===== src/rtl/joy_answer_arbiter.sv =====
// rtl/joy_answer_arbiter.sv - two-player joystick sync/debounce/encode with first-press-wins arbitration.
// One joy_answer_debounce per stick feeds a WAIT_RELEASE/ARMED/LOCKED round FSM.

module joy_answer_debounce #(
  parameter int DEBOUNCE_CYCLES = 50000
) (
  input  logic       clk,
  input  logic       rst_n,
  input  logic [3:0] pins_i,
  output logic       released_o,
  output logic       new_press_o,
  output logic [2:0] code_o
);

  localparam int CW = $clog2(DEBOUNCE_CYCLES + 1);
  localparam logic [CW-1:0] CNT_MAX = CW'(DEBOUNCE_CYCLES);

  logic [3:0]    meta_q, sync_q, prev_q, stable_q, stable_d;
  logic [CW-1:0] cnt_q, cnt_d, cnt_step;
  logic [2:0]    code_prev_q;
  logic [1:0]    fill_q;
  logic          rel_ok_q, rel_ok_d;

  always_ff @(posedge clk or negedge rst_n) begin
    if (!rst_n) begin
      meta_q      <= 4'b1111;
      sync_q      <= 4'b1111;
      prev_q      <= 4'b1111;
      stable_q    <= 4'b1111;
      cnt_q       <= '0;
      code_prev_q <= 3'd0;
      fill_q      <= 2'd0;
      rel_ok_q    <= 1'b0;
    end else begin
      meta_q      <= pins_i;
      sync_q      <= meta_q;
      prev_q      <= sync_q;
      stable_q    <= stable_d;
      cnt_q       <= cnt_d;
      code_prev_q <= code_o;
      fill_q      <= (fill_q == 2'd2) ? fill_q : fill_q + 2'd1;
      rel_ok_q    <= rel_ok_d;
    end
  end

  always_comb begin
    stable_d = stable_q;
    cnt_d    = '0;
    cnt_step = (sync_q != prev_q) ? CW'(1) : cnt_q + CW'(1);
    if (sync_q != stable_q) begin
      if (cnt_step == CNT_MAX) begin
        stable_d = sync_q;
      end else begin
        cnt_d = cnt_step;
      end
    end
  end

  // A stick only becomes eligible once the filled sync pipe has shown it released,
  // so a press held through reset cannot score.
  assign rel_ok_d = rel_ok_q | ((fill_q == 2'd2) && (sync_q == 4'b1111));

  always_comb begin
    code_o = 3'd0;
    case (stable_q)
      4'b1110: code_o = 3'd1;
      4'b1101: code_o = 3'd2;
      4'b1011: code_o = 3'd3;
      4'b0111: code_o = 3'd4;
      default: code_o = 3'd0;
    endcase
  end

  assign released_o  = (stable_q == 4'b1111);
  assign new_press_o = rel_ok_q && (code_prev_q == 3'd0) && (code_o != 3'd0);

endmodule

module joy_answer_arbiter #(
  parameter int DEBOUNCE_CYCLES = 50000
) (
  input  logic       clk,
  input  logic       rst_n,
  input  logic [3:0] joyInL,
  input  logic [3:0] joyInR,
  input  logic       round_done,
  output logic       ans_valid,
  output logic       ans_player,
  output logic [2:0] ans_choice,
  output logic       armed
);

  typedef enum logic [1:0] {WAIT_RELEASE, ARMED, LOCKED} state_e;

  state_e     state_q, state_d;
  logic       valid_q, valid_d;
  logic       player_q, player_d;
  logic [2:0] choice_q, choice_d;
  logic       prio_q, prio_d;

  logic       rel_l, rel_r, press_l, press_r;
  logic [2:0] code_l, code_r;

  joy_answer_debounce #(.DEBOUNCE_CYCLES(DEBOUNCE_CYCLES)) u_left (
    .clk        (clk),
    .rst_n      (rst_n),
    .pins_i     (joyInL),
    .released_o (rel_l),
    .new_press_o(press_l),
    .code_o     (code_l)
  );

  joy_answer_debounce #(.DEBOUNCE_CYCLES(DEBOUNCE_CYCLES)) u_right (
    .clk        (clk),
    .rst_n      (rst_n),
    .pins_i     (joyInR),
    .released_o (rel_r),
    .new_press_o(press_r),
    .code_o     (code_r)
  );

  always_ff @(posedge clk or negedge rst_n) begin
    if (!rst_n) begin
      state_q  <= WAIT_RELEASE;
      valid_q  <= 1'b0;
      player_q <= 1'b0;
      choice_q <= 3'd0;
      prio_q   <= 1'b0;
    end else begin
      state_q  <= state_d;
      valid_q  <= valid_d;
      player_q <= player_d;
      choice_q <= choice_d;
      prio_q   <= prio_d;
    end
  end

  always_comb begin
    state_d  = state_q;
    valid_d  = 1'b0;
    player_d = player_q;
    choice_d = choice_q;
    prio_d   = prio_q;
    case (state_q)
      WAIT_RELEASE: begin
        if (rel_l && rel_r) state_d = ARMED;
      end
      ARMED: begin
        if (press_l && press_r) begin
          // Tie: priority bit decides, then alternates for fairness.
          valid_d  = 1'b1;
          player_d = prio_q;
          choice_d = prio_q ? code_r : code_l;
          prio_d   = ~prio_q;
          state_d  = LOCKED;
        end else if (press_l) begin
          valid_d  = 1'b1;
          player_d = 1'b0;
          choice_d = code_l;
          state_d  = LOCKED;
        end else if (press_r) begin
          valid_d  = 1'b1;
          player_d = 1'b1;
          choice_d = code_r;
          state_d  = LOCKED;
        end
      end
      LOCKED: begin
        if (round_done) state_d = WAIT_RELEASE;
      end
      default: state_d = WAIT_RELEASE;
    endcase
  end

  assign ans_valid  = valid_q;
  assign ans_player = player_q;
  assign ans_choice = choice_q;
  assign armed      = (state_q == ARMED);

endmodule


===== config.mk =====
export PLATFORM = sky130hd
export DESIGN_NAME = joy_answer_arbiter
export DESIGN_NICKNAME = d
export VERILOG_FILES = /design/src/rtl/joy_answer_arbiter.sv
export SDC_FILE = /design/constraint.sdc
export NUM_CORES = 1
export LEC_CHECK = 0
export BUFFER_PORTS_ARGS = -buffer_cell sky130_fd_sc_hd__buf_4
export CORE_UTILIZATION = 45
export DETAILED_ROUTE_END_ITERATION = 10
export GPL_ROUTABILITY_DRIVEN = 0
export MAX_ROUTING_LAYER = met4
export PLACE_DENSITY = 0.72
export SLEW_MARGIN = 20
export SYNTH_ARGS = -nofsm -noshare
export SYNTH_HDL_FRONTEND = slang
export SYNTH_SLANG_ARGS = --single-unit

===== constraint.sdc =====
create_clock -name clk -period 2.9 [get_ports clk]
set_clock_uncertainty 0.1 [all_clocks]
set_input_delay 0.29 -clock clk [delete_from_list [all_inputs] [get_ports clk]]
set_output_delay 0.29 -clock clk [all_outputs]
set_load 0.02 [all_outputs]

==> flow_summary.ini, run 1 <==
[outcome]
status = complete, but fails checks
failed_checks = negative hold slack

[clock_network]
clock-sinks = 84
cts_tree = done
path_clk_slew_ns = 0.10
cts_made_buffers = 9
clk_path_buf_depth = 2
clock_latency_ns = 0.36
cts_root_buf = clkbuf_8
cts.htree.levels = 3

[route]
drt_wl_total_um = 7130
highest_layer = met4
dr.pass1.iters = 4
drt_iter0_markers = 149
wl_met1_um = 3360
antenna_left = 0
dr_total_vias = 2751
route.met2.wl_um = 3460
wire_per_inst_um = 13.8
dr_wl_met3_um = 229
vias_per_cell = 5.33
drcViolationCount = 0

[sta]
slew_viol_final = 0
fin_ws_ns = 0.166
setup_viol_count_final = 0
setup_tns_ns = 0
rsz0062_at_grt = false
min_period_over_period_pct = 94.3
hold_viol_final = 8
relSlewSlack_pct = 35.8
max_freq_mhz = 366
fin_crit_ns = 2.73
holdWs_ns = -0.0356
tightest_slew_ns = 0.963

[layout]
fin_area_um2 = 4580
antenna_cells = 0
area_delta_synth_final_pct = 12.9
fin_util_pct = 52.6
drive_gt1_share_pct = 22.8
final_cells = 516
nNetsFinal = 418
final_common_cell = dfrtp_1
mostFrequentLayoutCells = dfrtp_1 (52), nor2_1 (32), dfstp_2 (32), xor2_1 (31), nor3_1 (26)
fillers = 712

[placement]
place_hpwl_um = 4810
dp.cells = 492
pre_cts_ws_ns = 0.192
placed_area_um2 = 4300
portBuffers = 16

[power_and_ir_drop]
peakVddDrop_v = 0.000385
power_density_nw_per_um2 = 473
p_leak_nw = 1.95
power_mw = 2.17

[global_routing]
overflow = 0
grt_antenna_before_repair = 0
grt_start_max_net_pins = 82
track_usage_pct = 17.3
first_global_vias = 2713
grt_first_pass_wirelength_um = 12700

[floorplanning]
io_pins = 17
core_area_um2 = 8720
dieArea_um2 = 9400
fp.dieW_um = 97.0
start_util_pct = 46.5
fp.dieH_um = 97.0
rows = 34

[yosys]
ys_types = 56
synth_nets = 388
avgSynthCellArea_um2 = 10.9
synth_flop_cell = dfrtp_1
synth_edf_count = 0
syn-instance-count = 373
yosys_warnings = 0
yosysSeqAreaShare_pct = 52.8
async_flop_share_pct = 100
synth-seq-cells = 84
syn_area_um2 = 4060

[setup_path]
critical_path.max_fanout = 6
rrSetupSlack_ns = 0.17
crit_start = u_right.cnt_q[0]
crit_required_ns = 3.08
worstRegToRegCells = 7
r2r_end = u_right.stable_q[1]
endpoint_kind = flop
startpoint_type = flop
critPathKind = reg -> reg
cp.arrival_ns = 2.91
r2r_start = u_right.cnt_q[0]

[flow_run]
maxCapViolations = 0

[hold_path]
hp-class = in -> async
[worst max-delay path: stages, from the launching register on]
cell	delay, ns
dfrtp_1	0.42
ha_1	0.28
inv_1	0.15
nor4_4	0.32
xnor2_1	0.12
or4_4	0.56
nor4_4	0.32
mux2_2	0.39
[registers in the layout, summed over array words and instances (netlist names)]
signal and count:
u_right.meta_q 4, u_right.rel_ok_q 1, ans_valid 1, ans_player 1, ans_choice 3, u_left.stable_q 4
u_left.code_prev_q 3, u_left.cnt_q 16, u_right.code_prev_q 3, u_left.fill_q 2, u_right.stable_q 4, u_left.sync_q 4
u_left.meta_q 4, u_right.prev_q 4, u_left.rel_ok_q 1, prio_q 1, u_left.prev_q 4, u_right.fill_q 2
u_right.cnt_q 16, u_right.sync_q 4, state_q 2
[area by class of cell]
class / count / area (um^2) / share of cell area (%)
well taps: 108 / 135 / 2.95
repair buffers: 33 / 268 / 5.84
flip-flops and latches: 84 / 2140 / 46.7
multi-input cells: 259 / 1780 / 38.9
clock buffers: 10 / 128 / 2.78
inverters: 16 / 60.1 / 1.31
clock inverters: 6 / 70.1 / 1.53
[where the power goes]
part           internal [mW]  switching, mW  leakage [nW]
Combinational         0.0392         0.0554         0.818
Clock                  0.408          0.439        0.0982
Sequential              1.21         0.0189          1.03
[per-layer routing]
metal	vias to the layer above	global-route usage (%)
li1	1368	-
met2	41	25.8
met1	1335	22.8
met5	-	-
met4	0	7.92
met3	7	3.54
[repair_timing]
| item | CTS | global route |
|---|---|---|
| gates resized for setup | 0 | 1 |
| endpoints found under the setup margin | 0 | 1 |
| endpoints found under the hold margin | 8 | 0 |
| buffers inserted | 0 | 0 |
| hold buffers | 8 | 0 |
[cell usage after synthesis, types with 2 or more instances]
cell / count / area, um^2
a21o_1: 2 / 15.0
a21oi_1: 9 / 45.0
a31o_2: 2 / 17.5
and2_1: 3 / 18.8
and3_1: 7 / 43.8
and4_1: 5 / 43.8
and4b_1: 3 / 30.0
clkbuf_1: 10 / 37.5
clkbuf_8: 2 / 27.5
dfrtp_1: 52 / 1300
dfstp_2: 32 / 841
ha_1: 4 / 50.1
inv_1: 16 / 60.1
mux2_2: 6 / 67.6
mux2_4: 2 / 30.0
mux2i_1: 2 / 20.0
nand2_1: 19 / 71.3
nand2b_1: 6 / 37.5
nand3_1: 15 / 75.1
nand4_1: 7 / 43.8
nand4b_1: 2 / 17.5
nor2_1: 32 / 120
nor3_1: 26 / 130
nor4_1: 8 / 50.1
nor4_4: 2 / 42.5
o211a_1: 2 / 20.0
o21a_1: 3 / 22.5
o21ai_0: 11 / 55.1
o21bai_1: 2 / 15.0
o22ai_1: 2 / 12.5
or3_1: 3 / 18.8
or4b_2: 2 / 20.0
xnor2_1: 21 / 184
xor2_1: 31 / 272
[worst max path at each step]
stage / slack [ns] / to
6_report: 0.17 / u_right.stable_q[1]
2_1_floorplan: 0.36 / u_right.stable_q[2]
3_3_place_gp: 0.26 / u_right.stable_q[1]
4_1_cts: 0.17 / u_right.stable_q[1]
5_1_grt: 0.01 / u_right.cnt_q[4]
3_5_place_dp: 0.19 / u_right.stable_q[1]
[kinds of logic after synthesis]
kind of cell | count (synthesis) | share of synthesized area [%]
XOR/XNOR | 52 | 11.2
buffers and inverters | 30 | 3.48
AND/OR/NAND/NOR | 149 | 21.0
flip-flops | 84 | 52.8
adder cells (fa/ha/maj) | 4 | 1.23
AO/OA/AOI/OAI | 44 | 7.40
multiplexers | 10 | 2.90
No activity file was read; power rests on OpenSTA's default activity.
==> run 2, diff against run 1 <==
- CELL_PAD_IN_SITES_DETAIL_PLACEMENT: default -> 2
- CELL_PAD_IN_SITES_GLOBAL_PLACEMENT: default -> 2
- CORE_UTILIZATION: 45 -> 41
- PLACE_DENSITY: 0.72 -> 0.9
==> flow_summary.ini, run 2 (synthesized netlist as in run 1, its figures left out) <==
[floorplanning]
io_pins = 17
fp.dieH_um = 101
start_util_pct = 43.1
dieArea_um2 = 10300
rows = 35
fp.dieW_um = 101
core_area_um2 = 9420

[setup_path]
critical_path.max_fanout = 8
worstRegToRegCells = 8
startpoint_type = flop
critPathKind = reg -> reg
cp.arrival_ns = 3.02
crit_required_ns = 3.02
slowest_delay_ns = 0.58
cp_slowest_cell = dfrtp_1
endpoint_kind = flop
r2r_end = u_right.cnt_q[14]
r2r_start = u_right.cnt_q[10]
path_cells = nand4_1 -> nor4_4 -> xnor2_1 -> or4_4 -> nor4_4 -> buf_4 -> buf_4 -> nor3_1
rrSetupSlack_ns = 0.0004

[global_routing]
grt_start_max_net_pins = 77
first_global_vias = 3764
overflow = 0
track_usage_pct = 35.1
grt_antenna_before_repair = 0
grt_first_pass_wirelength_um = 24900

[sta]
holdWs_ns = 0.0698
max_freq_mhz = 345
fin_crit_ns = 2.90
tightest_slew_ns = 0.981
relSlewSlack_pct = 34.6
slew_viol_final = 0
min_period_over_period_pct = 100
rsz0062_at_grt = true
setup_viol_count_final = 0
hold_viol_final = 0

[route]
wire_per_inst_um = 30.2
wl_met1_um = 6530
route.met2.wl_um = 8250
drt_iter0_markers = 226
drt_wl_total_um = 16400
highest_layer = met4
antenna_left = 0
dr_wl_met3_um = 1020
drcViolationCount = 0
vias_per_cell = 6.29
dr.pass1.iters = 4
dr_total_vias = 3429

[power_and_ir_drop]
p_leak_nw = 1.96
power_mw = 2.20
peakVddDrop_v = 0.000392
power_density_nw_per_um2 = 467

[hold_path]
min_from = round_done
hold_end = state_q[1]
hp-class = in -> reg
whs_path_depth = 2

[layout]
nNetsFinal = 426
fin_util_pct = 50.0
reg.largest.list = u_left.cnt_q (16), u_right.cnt_q (16)
mostFrequentLayoutCells = dfrtp_1 (46), nor2_1 (32), buf_4 (32), dfstp_2 (32), xor2_1 (31)
fin_area_um2 = 4700
area_delta_synth_final_pct = 15.9
final_common_cell = dfrtp_1
antenna_cells = 0
drive_gt1_share_pct = 26.9

[placement]
place_hpwl_um = 7930
placed_area_um2 = 4330
portBuffers = 16

[clock_network]
cts_tree = done
path_clk_slew_ns = 0.11
clock-sinks = 84
cts.htree.levels = 3
cts_made_buffers = 9
clk_path_buf_depth = 2
cts_root_buf = clkbuf_8
clock_latency_ns = 0.38

[outcome]
status = finished clean

[flow_run]
maxCapViolations = 0
==> run 2: cell types whose count changed in the layout (fill, tap and decap cells not counted), sizes merged <==
cell         previous run  this run
buf                    25        32
inv                    20        17
clkinv                  0         2
clkinvlp                1         3
bufinv                  1         0
dlygate4sd3             8         9
==> run 2: worst max path at each step <==
stage                                  from                   to  slack [ns]  depth (start not counted)
after detailed placement   u_right.cnt_q[0]  u_right.stable_q[0]        0.03                          7
final                     u_right.cnt_q[10]    u_right.cnt_q[14]      0.0004                          8
after CTS                  u_right.cnt_q[0]  u_right.stable_q[0]        0.04                          8
after floorplan            u_right.cnt_q[0]  u_right.stable_q[2]        0.36                          8
after global placement     u_right.cnt_q[0]  u_right.stable_q[0]        0.24                          7
after global routing      u_right.cnt_q[10]    u_right.cnt_q[14]       -0.06                          8
==> run 2: critical path, delay by kind of cell (launching register included) <==
kind                      cells  cell delay, ns
DFF                           1            0.58
buffers and inverters         2            0.37
xor gates and xnor gates      1            0.15
and+or+nand+nor               5            1.54
==> run 2: stage by stage <==
stage / TNS [ns] / worst slack, ns / cells
after floorplan: 0 / 0.358 / 373
after global placement: 0 / 0.238 / 514
after detailed placement: 0 / 0.0259 / 514
after CTS: 0 / 0.0363 / 541
after global routing: -0.299 / -0.0582 / 545
final: 0 / 0.000439 / 545
==> run 2: power breakdown <==
group / internal, mW / switching (mW) / leakage (nW)
Combinational: 0.0477 / 0.0838 / 0.856
Sequential: 1.21 / 0.0282 / 1.02
Clock: 0.319 / 0.509 / 0.0834
Total: 1.58 / 0.621 / 1.96
==> run 2: what timing repair did <==
action / 4_1_cts / 5_1_grt
hold buffers: 9 / 0
endpoints found under the setup margin: 14 / 16
pin swaps: 2 / 2
resized for setup: 3 / 12
setup buffers: 2 / 4
endpoints found under the hold margin: 16 / 0
==> run 2: area by class of cell <==
type / count / area [um^2]
clock inverters: 6 / 47.5
inverters: 16 / 63.8
multi-input cells: 259 / 1820
clock buffers: 10 / 128
fillers: 929 / 4710
well taps: 129 / 161
flip-flops and latches: 84 / 2150
repair buffers: 41 / 330
==> run 2: routing by layer <==
| layer | track usage, % | vias to the layer above |
|---|---|---|
| li1 | - | 1383 |
| met1 | 42.1 | 1799 |
| met2 | 57.6 | 183 |
| met3 | 6.49 | 64 |
| met4 | 16.1 | 0 |
| met5 | - | - |
